$ cat config.mk
export PLATFORM = sky130hd
export DESIGN_NAME = riscv_decode_stage
export DESIGN_NICKNAME = d
export VERILOG_FILES = /design/src/rtl/riscv_pkg.sv /design/src/rtl/riscv_imm_gen.sv /design/src/rtl/riscv_decode_stage.sv
export SDC_FILE = /design/constraint.sdc
export NUM_CORES = 1
export LEC_CHECK = 0
export ABC_AREA = 1
export CAP_MARGIN = 20
export CORE_ASPECT_RATIO = 0.8
export CORE_MARGIN = 3
export CORE_UTILIZATION = 40
export DETAILED_ROUTE_END_ITERATION = 8
export HOLD_SLACK_MARGIN = 0.06
export SLEW_MARGIN = 30
export SYNTH_ARGS = -nofsm -noshare
export SYNTH_HDL_FRONTEND = slang
export SYNTH_SLANG_ARGS = --single-unit
export TNS_END_PERCENT = 30
$ cat constraint.sdc
create_clock -name clk -period 2.4 [get_ports clk]
set_clock_uncertainty 0.2 [all_clocks]
set_input_delay 0.48 -clock clk [delete_from_list [all_inputs] [get_ports clk]]
set_output_delay 0.48 -clock clk [all_outputs]
set_load 0.01 [all_outputs]
$ cat src/rtl/riscv_pkg.sv
// Shared RISC-V decode types: instruction/immediate classes, major opcodes, sign-extension helper.
// Latency: n/a (types and pure functions only).
// Backpressure: n/a.
package riscv_pkg;

    // UNKNOWN_TYPE is encoded as zero so a cleared entry reads back as "no instruction".
    typedef enum logic [2:0] {
        UNKNOWN_TYPE = 3'd0,
        R_TYPE       = 3'd1,
        I_TYPE       = 3'd2,
        S_TYPE       = 3'd3,
        B_TYPE       = 3'd4,
        U_TYPE       = 3'd5,
        J_TYPE       = 3'd6
    } instruction_type_e;

    typedef enum logic [2:0] {
        IMM_NONE = 3'd0,
        IMM_I    = 3'd1,
        IMM_S    = 3'd2,
        IMM_B    = 3'd3,
        IMM_U    = 3'd4,
        IMM_J    = 3'd5
    } imm_type_e;

    localparam logic [6:0] OPC_OP         = 7'b0110011;
    localparam logic [6:0] OPC_OP_IMM     = 7'b0010011;
    localparam logic [6:0] OPC_LOAD       = 7'b0000011;
    localparam logic [6:0] OPC_STORE      = 7'b0100011;
    localparam logic [6:0] OPC_BRANCH     = 7'b1100011;
    localparam logic [6:0] OPC_LUI        = 7'b0110111;
    localparam logic [6:0] OPC_AUIPC      = 7'b0010111;
    localparam logic [6:0] OPC_JAL        = 7'b1101111;
    localparam logic [6:0] OPC_JALR       = 7'b1100111;
    localparam logic [6:0] OPC_SYSTEM     = 7'b1110011;
    localparam logic [6:0] OPC_FENCE      = 7'b0001111;
    localparam logic [6:0] OPC_OP_32      = 7'b0111011;
    localparam logic [6:0] OPC_OP_IMM_32  = 7'b0011011;

    // Sign-extend a field whose sign bit sits at position msb; everything above
    // msb is replaced by copies of that bit.
    function automatic logic [31:0] sign_extend(input logic [31:0] val, input logic [4:0] msb);
        logic [31:0] res;
        res = '0;
        for (int i = 0; i < 32; i++) begin
            res[i] = (5'(i) <= msb) ? val[i] : val[msb];
        end
        return res;
    endfunction

endpackage

$ cat src/rtl/riscv_imm_gen.sv
// Immediate generator: reassembles the RISC-V immediate scatter and sign-extends to XLEN.
// Latency: purely combinational.
// Backpressure: none (no state).
// Ports: instr_i - instruction bits [31:7] (opcode never carries immediate bits),
//        imm_type_i - immediate format, imm_o - XLEN sign-extended immediate (0 for IMM_NONE).
module riscv_imm_gen
    import riscv_pkg::*;
#(
    parameter int XLEN = 32
) (
    input  logic [31:7]     instr_i,
    input  imm_type_e       imm_type_i,
    output logic [XLEN-1:0] imm_o
);

    logic [31:0] imm32;

    always_comb begin
        imm32 = '0;
        case (imm_type_i)
            IMM_I: imm32 = sign_extend({20'b0, instr_i[31:20]}, 5'd11);
            IMM_S: imm32 = sign_extend({20'b0, instr_i[31:25], instr_i[11:7]}, 5'd11);
            IMM_B: imm32 = sign_extend({19'b0, instr_i[31], instr_i[7], instr_i[30:25],
                                        instr_i[11:8], 1'b0}, 5'd12);
            IMM_U: imm32 = {instr_i[31:12], 12'b0};
            IMM_J: imm32 = sign_extend({11'b0, instr_i[31], instr_i[19:12], instr_i[20],
                                        instr_i[30:21], 1'b0}, 5'd20);
            default: imm32 = '0;
        endcase
    end

    // Every format has its sign at instr[31], so widening the 32-bit value as
    // signed gives the correct RV64 immediate.
    assign imm_o = XLEN'($signed(imm32));

endmodule

$ cat src/rtl/riscv_decode_stage.sv
// Registered RV32/RV64 decode stage: classifies the instruction, builds its immediate, flags illegals.
// Latency: 1 cycle from accept to out_valid; flush clears all held entries the next cycle.
// Backpressure: main + skid entry (SKID_EN=1) gives full throughput, in_ready is a pure flop output.
// Ports: clk/rst_n (async active-low), flush_i; in_valid/in_ready/in_instr/in_pc from fetch;
//        out_valid/out_ready/out_instr/out_pc/out_itype/out_imm_type/out_imm/out_illegal to register-read.
module riscv_decode_stage
    import riscv_pkg::*;
#(
    parameter int XLEN    = 32,
    parameter int SKID_EN = 1
) (
    input  logic              clk,
    input  logic              rst_n,
    input  logic              flush_i,
    input  logic              in_valid,
    output logic              in_ready,
    input  logic [31:0]       in_instr,
    input  logic [XLEN-1:0]   in_pc,
    output logic              out_valid,
    input  logic              out_ready,
    output logic [31:0]       out_instr,
    output logic [XLEN-1:0]   out_pc,
    output instruction_type_e out_itype,
    output imm_type_e         out_imm_type,
    output logic [XLEN-1:0]   out_imm,
    output logic              out_illegal
);

    typedef struct packed {
        logic [31:0]       instr;
        logic [XLEN-1:0]   pc;
        instruction_type_e itype;
        imm_type_e         imm_type;
        logic [XLEN-1:0]   imm;
        logic              illegal;
    } entry_t;

    instruction_type_e dec_itype;
    imm_type_e         dec_imm_type;
    logic [XLEN-1:0]   dec_imm;
    entry_t            dec_entry;

    entry_t main_q, main_d;
    entry_t skid_q, skid_d;
    logic   main_valid_q, main_valid_d;
    logic   skid_valid_q, skid_valid_d;

    logic accept;
    logic pop;

    // ---------------- decode ----------------
    always_comb begin
        dec_itype    = UNKNOWN_TYPE;
        dec_imm_type = IMM_NONE;
        case (in_instr[6:0])
            OPC_OP: begin
                dec_itype = R_TYPE;
            end
            OPC_OP_IMM, OPC_LOAD, OPC_JALR, OPC_SYSTEM, OPC_FENCE: begin
                dec_itype    = I_TYPE;
                dec_imm_type = IMM_I;
            end
            OPC_STORE: begin
                dec_itype    = S_TYPE;
                dec_imm_type = IMM_S;
            end
            OPC_BRANCH: begin
                dec_itype    = B_TYPE;
                dec_imm_type = IMM_B;
            end
            OPC_LUI, OPC_AUIPC: begin
                dec_itype    = U_TYPE;
                dec_imm_type = IMM_U;
            end
            OPC_JAL: begin
                dec_itype    = J_TYPE;
                dec_imm_type = IMM_J;
            end
            OPC_OP_32: begin
                if (XLEN == 64) dec_itype = R_TYPE;
            end
            OPC_OP_IMM_32: begin
                if (XLEN == 64) begin
                    dec_itype    = I_TYPE;
                    dec_imm_type = IMM_I;
                end
            end
            default: begin
                dec_itype    = UNKNOWN_TYPE;
                dec_imm_type = IMM_NONE;
            end
        endcase
    end

    riscv_imm_gen #(
        .XLEN (XLEN)
    ) u_imm_gen (
        .instr_i    (in_instr[31:7]),
        .imm_type_i (dec_imm_type),
        .imm_o      (dec_imm)
    );

    always_comb begin
        dec_entry          = '0;
        dec_entry.instr    = in_instr;
        dec_entry.pc       = in_pc;
        dec_entry.itype    = dec_itype;
        dec_entry.imm_type = dec_imm_type;
        dec_entry.imm      = dec_imm;
        dec_entry.illegal  = (dec_itype == UNKNOWN_TYPE) || (in_instr[1:0] != 2'b11);
    end

    // ---------------- handshake ----------------
    // With the skid entry, in_ready depends on state only, so out_ready never
    // reaches fetch combinationally; the skid absorbs the one word in flight.
    assign in_ready = (SKID_EN != 0) ? !skid_valid_q : (!main_valid_q || out_ready);
    assign accept   = in_valid && in_ready;
    assign pop      = main_valid_q && out_ready;

    always_comb begin
        main_d       = main_q;
        skid_d       = skid_q;
        main_valid_d = main_valid_q;
        skid_valid_d = skid_valid_q;
        if (flush_i) begin
            main_valid_d = 1'b0;
            skid_valid_d = 1'b0;
        end else if (pop) begin
            if (skid_valid_q) begin
                // in_ready is low while the skid is full, so no accept can collide here.
                main_d       = skid_q;
                main_valid_d = 1'b1;
                skid_valid_d = 1'b0;
            end else if (accept) begin
                main_d       = dec_entry;
                main_valid_d = 1'b1;
            end else begin
                main_valid_d = 1'b0;
            end
        end else if (accept) begin
            if (main_valid_q) begin
                if (SKID_EN != 0) begin
                    skid_d       = dec_entry;
                    skid_valid_d = 1'b1;
                end
            end else begin
                main_d       = dec_entry;
                main_valid_d = 1'b1;
            end
        end
    end

    always_ff @(posedge clk or negedge rst_n) begin
        if (!rst_n) begin
            main_valid_q <= 1'b0;
            skid_valid_q <= 1'b0;
            main_q       <= '0;
            skid_q       <= '0;
        end else begin
            main_valid_q <= main_valid_d;
            skid_valid_q <= skid_valid_d;
            main_q       <= main_d;
            skid_q       <= skid_d;
        end
    end

    assign out_valid    = main_valid_q;
    assign out_instr    = main_q.instr;
    assign out_pc       = main_q.pc;
    assign out_itype    = main_q.itype;
    assign out_imm_type = main_q.imm_type;
    assign out_imm      = main_q.imm;
    assign out_illegal  = main_q.illegal;

endmodule

==> results of run 1 <==
-- cells by family after synthesis --
kind of cell | after synthesis | share of synthesized area, %
simple gates | 579 | 25.4
fa+ha+maj | 1 | 0.134
compound gates | 216 | 12.9
buf+inv | 124 | 5.70
flops | 208 | 55.9
-- worst max-delay path, stage by stage --
cell,delay [ns]
clkdlybuf4s50_1,0.51
inv_1,0.09
nor2_2,0.14
nand2_1,0.09
nand2_2,0.10
inv_2,0.06
ha_4,0.24
nor2_4,0.18
inv_4,0.11
buf_4,0.17
nand3_2,0.07
nand2_2,0.05
o21ai_1,0.12
nand2_1,0.06
-- per-stage QoR --
stage / instance area [um^2] / total power [mW] / std cells / TNS, ns / worst slack, ns
4_1_cts: 12700 / 9.86 / 1646 / 0 / 0.00448
2_1_floorplan: 9310 / 5.18 / 1128 / 0 / 0.0203
6_report: 12800 / 9.74 / 1647 / 0 / 0.102
5_1_grt: 12800 / 10.3 / 1647 / -0.00455 / -0.00377
3_5_place_dp: 11900 / 6.23 / 1602 / -47.97 / -0.740
3_3_place_gp: 11900 / 6.19 / 1602 / -40.73 / -0.629
-- final cells by class --
class	instances	area share [%]
clock inverters	7	0.685
multi-input cells	796	28.8
flip-flops and latches	208	40.7
clock buffers	33	5.34
well taps	306	2.99
repair buffers	243	19.8
inverters	54	1.64
-- power groups by stage --
| stage | Combinational [mW] | Clock, mW | Sequential [mW] |
|---|---|---|---|
| floorplan | 0.656 | 0 | 4.52 |
| global placement | 1.75 | 0 | 4.43 |
| detailed placement | 1.78 | 0 | 4.45 |
| CTS | 1.79 | 3.68 | 4.39 |
| global route | 1.97 | 3.83 | 4.46 |
| finish | 1.77 | 3.58 | 4.38 |
-- sequential cells by signal (all words and copies together), names as in the netlist --
| name | flops |
|---|---|
| skid_q | 103 |
| out_pc | 32 |
| out_imm | 32 |
| skid_valid_q | 1 |
| out_illegal | 1 |
| out_imm_type | 3 |
| out_instr | 32 |
| out_itype | 3 |
| out_valid | 1 |
-- how the worst min path moves through the flow --
stage	to	slack, ns	cells past startpoint
after floorplan	out_illegal	-0.02	0
after global placement	skid_q[56]	0.25	2
after detailed placement	skid_q[55]	0.26	2
after CTS	skid_q[73]	0.22	3
after global routing	skid_q[72]	0.11	3
final	skid_q[72]	0.11	3
-- timing repair --
| action | 4_1_cts | 5_1_grt |
|---|---|---|
| hold endpoints to repair | 55 | 0 |
| cloned | 0 | 0 |
| pin swaps | 4 | 6 |
| setup endpoints to repair | 56 | 70 |
| gates resized for setup | 19 | 29 |
| buffers inserted | 3 | 1 |
| hold buffers | 1 | 0 |
-- routing by layer --
layer  part of all wire, %  vias to the layer above
met5                     0                        -
met4                   1.5                        0
met3                   5.8                       32
met2                    46                      210
met1                    47                     3880
li1                      -                     4022
-- layout by cell type (no fill, tap or decap), types with 5 or more instances in the layout --
cell type        count
o21ai_1             33
inv_2                5
nor2_1             105
nand3_1             20
buf_4               48
nand2_1            408
a31oi_1             65
clkbuf_8             7
a21oi_1             38
clkdlybuf4s50_1    167
o21ai_0             61
nor2_4               6
buf_12              21
clkbuf_16           23
inv_1               46
nand3_2              6
o21a_1              10
nand2_2             19
o21ai_2              8
nand2_4              6
dfrtp_1            208
==> impl_metrics.env, run 1 <==
export IMPL_clk_latency_ns=0.50
export IMPL_synth_cell_type_count=30
export IMPL_antenna_found_initial=0
export IMPL_worstMarginPinSlew_ns=0.516
export IMPL_setup_violations=0
export IMPL_synth_warnings=0
export IMPL_relSlewSlack_pct=65.6
export IMPL_fillers=2045
export IMPL_powerDensity_nw_per_um2=761
export IMPL_dieWidth_um=177
export IMPL_num_vias=8144
export IMPL_viasPerCell=4.94
export IMPL_p_switching_mw=2.53
export IMPL_cts_path_max_buffers=3
export IMPL_grt_busiest_layer="met2"
export IMPL_io_buffer_count=173
export IMPL_grt_max_degree=75
export IMPL_use_met2_pct=32.5
export IMPL_grt_pass1_vias=7747
export IMPL_power_clock_fraction_pct=36.8
export IMPL_gp_congestion=0.855
export IMPL_first_iter_violations=589
export IMPL_nets=1396
export IMPL_place_hpwl_um=17200
export IMPL_wl_um=25600
export IMPL_start_util_pct=41.0
export IMPL_synth_top_area_share_pct=55.9
export IMPL_cp_data_arrival_time_ns=2.49
export IMPL_outcome="complete, no violations"
export IMPL_reg2reg_depth=9
export IMPL_pin_count=174
export IMPL_cts_root_buf="clkbuf_16"
export IMPL_grt_overflow_total=0
export IMPL_synth_common_cells="nand2_1, dfrtp_1, nor2_1"
export IMPL_power_frac_comb_pct=18.2
export IMPL_start_kind="primary input"
export IMPL_cts_tree="done"
export IMPL_synth_seq_cells=208
export IMPL_layout_drive_gt1_share_pct=12.6
export IMPL_rrSetupSlack_ns=0.49
export IMPL_intPower_mw=7.20
export IMPL_timing_rr_start="out_valid"
export IMPL_cts_buffers_inserted=23
export IMPL_final_util_pct=56.4
export IMPL_regArea_um2=5200
export IMPL_reg2reg_to="out_instr[18]"
export IMPL_ir_worst_vdd_uv=409
export IMPL_insertedDiodeCount=0
export IMPL_use_met1_pct=30.0
export IMPL_hold_viol=0
export IMPL_crit_fanout=11
export IMPL_synthFlopType="dfrtp_1"
export IMPL_drc=0
export IMPL_cts_max_level=1
export IMPL_synthCells=1128
export IMPL_synthArstFlopShare_pct=100
export IMPL_syn_num_nets=1198
export IMPL_leakagePower_nw=6.09
export IMPL_synth_area_leaders="dfrtp_1, nand2_1, a31oi_1"
export IMPL_swShare_pct=26.0
export IMPL_area_delta_synth_final_pct=37.4
export IMPL_postRouteAntennaNets=0
export IMPL_dieArea_um2=25200
export IMPL_num_rows=49
export IMPL_fin_crit_sh_pct=95.7
export IMPL_grt_use_total_pct=20.4
export IMPL_cts_sinks=208
export IMPL_synth_area_um2=9310
export IMPL_cap_violations=0
export IMPL_grt_pass1_wl_um=41700
export IMPL_worstHoldPathType="in2reg"
export IMPL_core_um2=22700
export IMPL_worstSetupStartpoint="in_instr[6]"
export IMPL_finalMaxSlewViolations=0
export IMPL_holdWs_ns=0.111
export IMPL_multi_input_area_um2=3680
export IMPL_required_ns=2.59
export IMPL_synth_edf_count=0
export IMPL_setup_worst_path_end_class="flop"
export IMPL_grt_use_met3_pct=3.28
export IMPL_max_freq_ghz=0.435
export IMPL_min_from="in_instr[1]"
export IMPL_syn_avg_cell_area_um2=8.25
export IMPL_clk_pin_slew_ns=0.06
export IMPL_sequentialPowerShare_pct=45.0
export IMPL_synth_top_cell_by_area="dfrtp_1"
export IMPL_dieHeight_um=142
export IMPL_min_period_ns=2.30
export IMPL_drt_first_pass_iters=5
export IMPL_routedWlPerCell_um=15.5
export IMPL_crit_end="out_imm[21]"
export IMPL_path_class="in2reg"
export IMPL_ys_seq_area_share_pct=55.9
export IMPL_synth_most_common_cell="nand2_1"
No activity file was read; power rests on OpenSTA's default activity.
==> run 2: changes to the inputs <==
Settings changed: ABC_CLOCK_PERIOD_IN_PS from default to 2400.
==> results of run 2 <==
No change in the layout: final DEF, timing and power equal those of run 1.
==> run 3: changes to the inputs <==
Settings changed: ABC_AREA 1 to default.
==> run 3 against run 2 <==
Net effect:
- combinational power increased by 11%
- critical path depth shrank 4
- sequential share of layout area down 0.92 points
- area after synthesis hardly changed
- clock-buffer cell count grew 4
- setup slack got worse by 0.066 ns
- hold slack better by 0.035 ns
- clock power increased by 2%
- utilization up 1.3 points
- final area grew 2.3%
- first-iteration DRC count is 2.5% higher
- sequential power rose by 2%
- highest routed layer unchanged
==> impl_metrics.env, run 3 <==
export IMPL_outcome="complete, no violations"
export IMPL_fin_crit_sh_pct=98.5
export IMPL_largest_register_ffs=103
export IMPL_synth_area_leaders="dfrtp_1, nand2_1, a31oi_1"
export IMPL_dieHeight_um=142
export IMPL_synthCells=1054
export IMPL_reg2reg_depth=5
export IMPL_dieArea_um2=25100
export IMPL_cap_violations=0
export IMPL_core_um2=22700
export IMPL_syn_num_nets=1124
export IMPL_antenna_found_initial=0
export IMPL_synth_warnings=0
export IMPL_drt_first_pass_iters=5
export IMPL_synth_edf_count=0
export IMPL_ys_seq_area_share_pct=55.9
export IMPL_final_util_pct=57.7
export IMPL_grt_pass1_vias=7846
export IMPL_num_vias=8241
export IMPL_gp_congestion=0.875
export IMPL_cts_sinks=208
export IMPL_dieWidth_um=177
export IMPL_synthArstFlopShare_pct=100
export IMPL_synth_seq_cells=208
export IMPL_layout_common_cells="nand2_1, dfrtp_1, clkdlybuf4s50_1, nor2_1, buf_4"
export IMPL_synth_common_cells="nand2_1, dfrtp_1, nor2_1"
export IMPL_setup_worst_path_end_class="flop"
export IMPL_synth_top_cell_by_area="dfrtp_1"
export IMPL_cts_max_level=1
export IMPL_powerDensity_nw_per_um2=772
export IMPL_synth_top_area_share_pct=55.9
export IMPL_grt_pass1_wl_um=43000
export IMPL_layout_commonest_cell="nand2_1"
export IMPL_viasPerCell=5.16
export IMPL_num_rows=49
export IMPL_grt_overflow_total=0
export IMPL_synthFlopType="dfrtp_1"
export IMPL_hold_viol=0
export IMPL_crit_fanout=5
export IMPL_fillers=2046
export IMPL_grt_max_degree=76
export IMPL_ir_worst_vdd_uv=388
export IMPL_leakagePower_nw=5.91
export IMPL_synth_area_um2=9310
export IMPL_layout_drive_gt1_share_pct=13.8
export IMPL_cts_path_max_buffers=3
export IMPL_insertedDiodeCount=0
export IMPL_setup_violations=0
export IMPL_top_register="skid_q"
export IMPL_cts_root_buf="clkbuf_16"
export IMPL_io_buffer_count=173
export IMPL_grt_use_total_pct=21.2
export IMPL_holdPathStages=4
export IMPL_start_kind="primary input"
export IMPL_path_class="in2reg"
export IMPL_clk_pin_slew_ns=0.06
export IMPL_drc=0
export IMPL_synth_most_common_cell="nand2_1"
export IMPL_finalMaxSlewViolations=0
export IMPL_first_iter_violations=604
export IMPL_min_period_ns=2.36
export IMPL_area_delta_synth_final_pct=40.6
export IMPL_routedWlPerCell_um=17.1
export IMPL_start_util_pct=41.0
export IMPL_clk_latency_ns=0.50
export IMPL_synth_cell_type_count=56
export IMPL_cts_tree="done"
export IMPL_wl_um=27300
export IMPL_worstHoldPathType="in2reg"
export IMPL_design_area_um2=13100
export IMPL_nets=1343
export IMPL_pin_count=174
export IMPL_postRouteAntennaNets=0
export IMPL_worstMarginPinSlew_ns=0.423
export IMPL_cp_data_arrival_time_ns=2.57
export IMPL_relSlewSlack_pct=71.5
export IMPL_placement_cell_area_um2=12100
export IMPL_required_ns=2.61
export IMPL_place_hpwl_um=18600
export IMPL_syn_avg_cell_area_um2=8.83
export IMPL_max_freq_ghz=0.423
export IMPL_cts_buffers_inserted=24
==> run 3: cell count changes in the layout (fill, tap and decap cells not counted), moves of 18 or more <==
cell / before / now
o21ai_1: 33 / 4
nand2_1: 408 / 346
buf_4: 48 / 78
inv_1: 46 / 14
nand2_2: 19 / 0
o21ai_0: 61 / 36
o211ai_1: 1 / 19
==> run 3: power breakdown <==
part	switching (mW)	internal, mW
clock network	1.43	2.23
logic	0.917	1.05
registers	0.346	4.13
total	2.70	7.40
==> run 3: cell families after synthesis <==
kind of cell             after synthesis  share of synthesized area, %
buffers and inverters                 97                          4.37
AND/OR/NAND/NOR                      516                          22.6
AO/OA/AOI/OAI                        228                          16.5
multiplexers                           3                         0.323
adder cells (fa/ha/maj)                1                         0.134
XOR/XNOR                               1                        0.0941
flip-flops                           208                          55.9
==> run 3: worst max-delay path, cell delays in order <==
cell and delay [ns]:
dlygate4sd2_1 0.26, and4b_1 0.21, o211ai_1 0.09, buf_4 0.17, ha_4 0.28, o21ai_4 0.06, nor4_4 0.42, o21ai_4 0.17
clkbuf_16 0.19, a311oi_1 0.25
==> run 3: stage by stage <==
stage | hold WS [ns] | std cells | TNS (ns) | worst slack, ns | power, mW
global route | 0.173 | 1596 | -0.0131 | -0.00831 | 10.6
floorplan | -0.0156 | 1054 | -2.80 | -0.123 | 5.33
global placement | 0.192 | 1547 | -50.62 | -0.712 | 6.45
finish | 0.146 | 1596 | 0 | 0.0364 | 10.1
CTS | 0.217 | 1594 | -0.00699 | -0.00379 | 10.2
detailed placement | 0.193 | 1547 | -55.27 | -0.781 | 6.49
==> run 3: final timing paths <==
kind                        startpoint          end  slack, ns
hold reg to reg             skid_q[36]   skid_q[36]       0.27
setup reg to reg             out_valid   out_imm[3]       0.30
max in group asynchronous        rst_n   skid_q[41]       1.07
hold / removal             in_instr[1]   skid_q[72]       0.15
setup / recovery           in_instr[5]  out_imm[24]       0.04
min in group asynchronous        rst_n   out_pc[26]       0.22
==> run 3: repair_timing <==
action                     4_1_cts  5_1_grt
gates resized for setup         15       16
pin swaps                        4        5
buffers inserted                 2        0
setup endpoints to repair       66       39
gates cloned                     1        2
hold buffers                     1        0
hold endpoints to repair       175        0
==> run 3: layer usage <==
layer	share of wire (%)	up-vias	wire length [um]	GRT usage [%]
met2	43	250	11700	32.4
met5	0	-	0	0
li1	-	4052	-	-
met3	6.2	36	1680	3.52
met4	1.5	0	413	4.05
met1	49	3903	13500	32.3
==> run 3: area by class of cell <==
| type | instances | area [um^2] | area share (%) |
|---|---|---|---|
| multi-input cells | 749 | 3860 | 29.5 |
| inverters | 15 | 58.8 | 0.449 |
| clock buffers | 37 | 741 | 5.66 |
| flip-flops and latches | 208 | 5210 | 39.8 |
| repair buffers | 275 | 2770 | 21.2 |
| clock inverters | 6 | 62.6 | 0.478 |
| well taps | 306 | 383 | 2.93 |
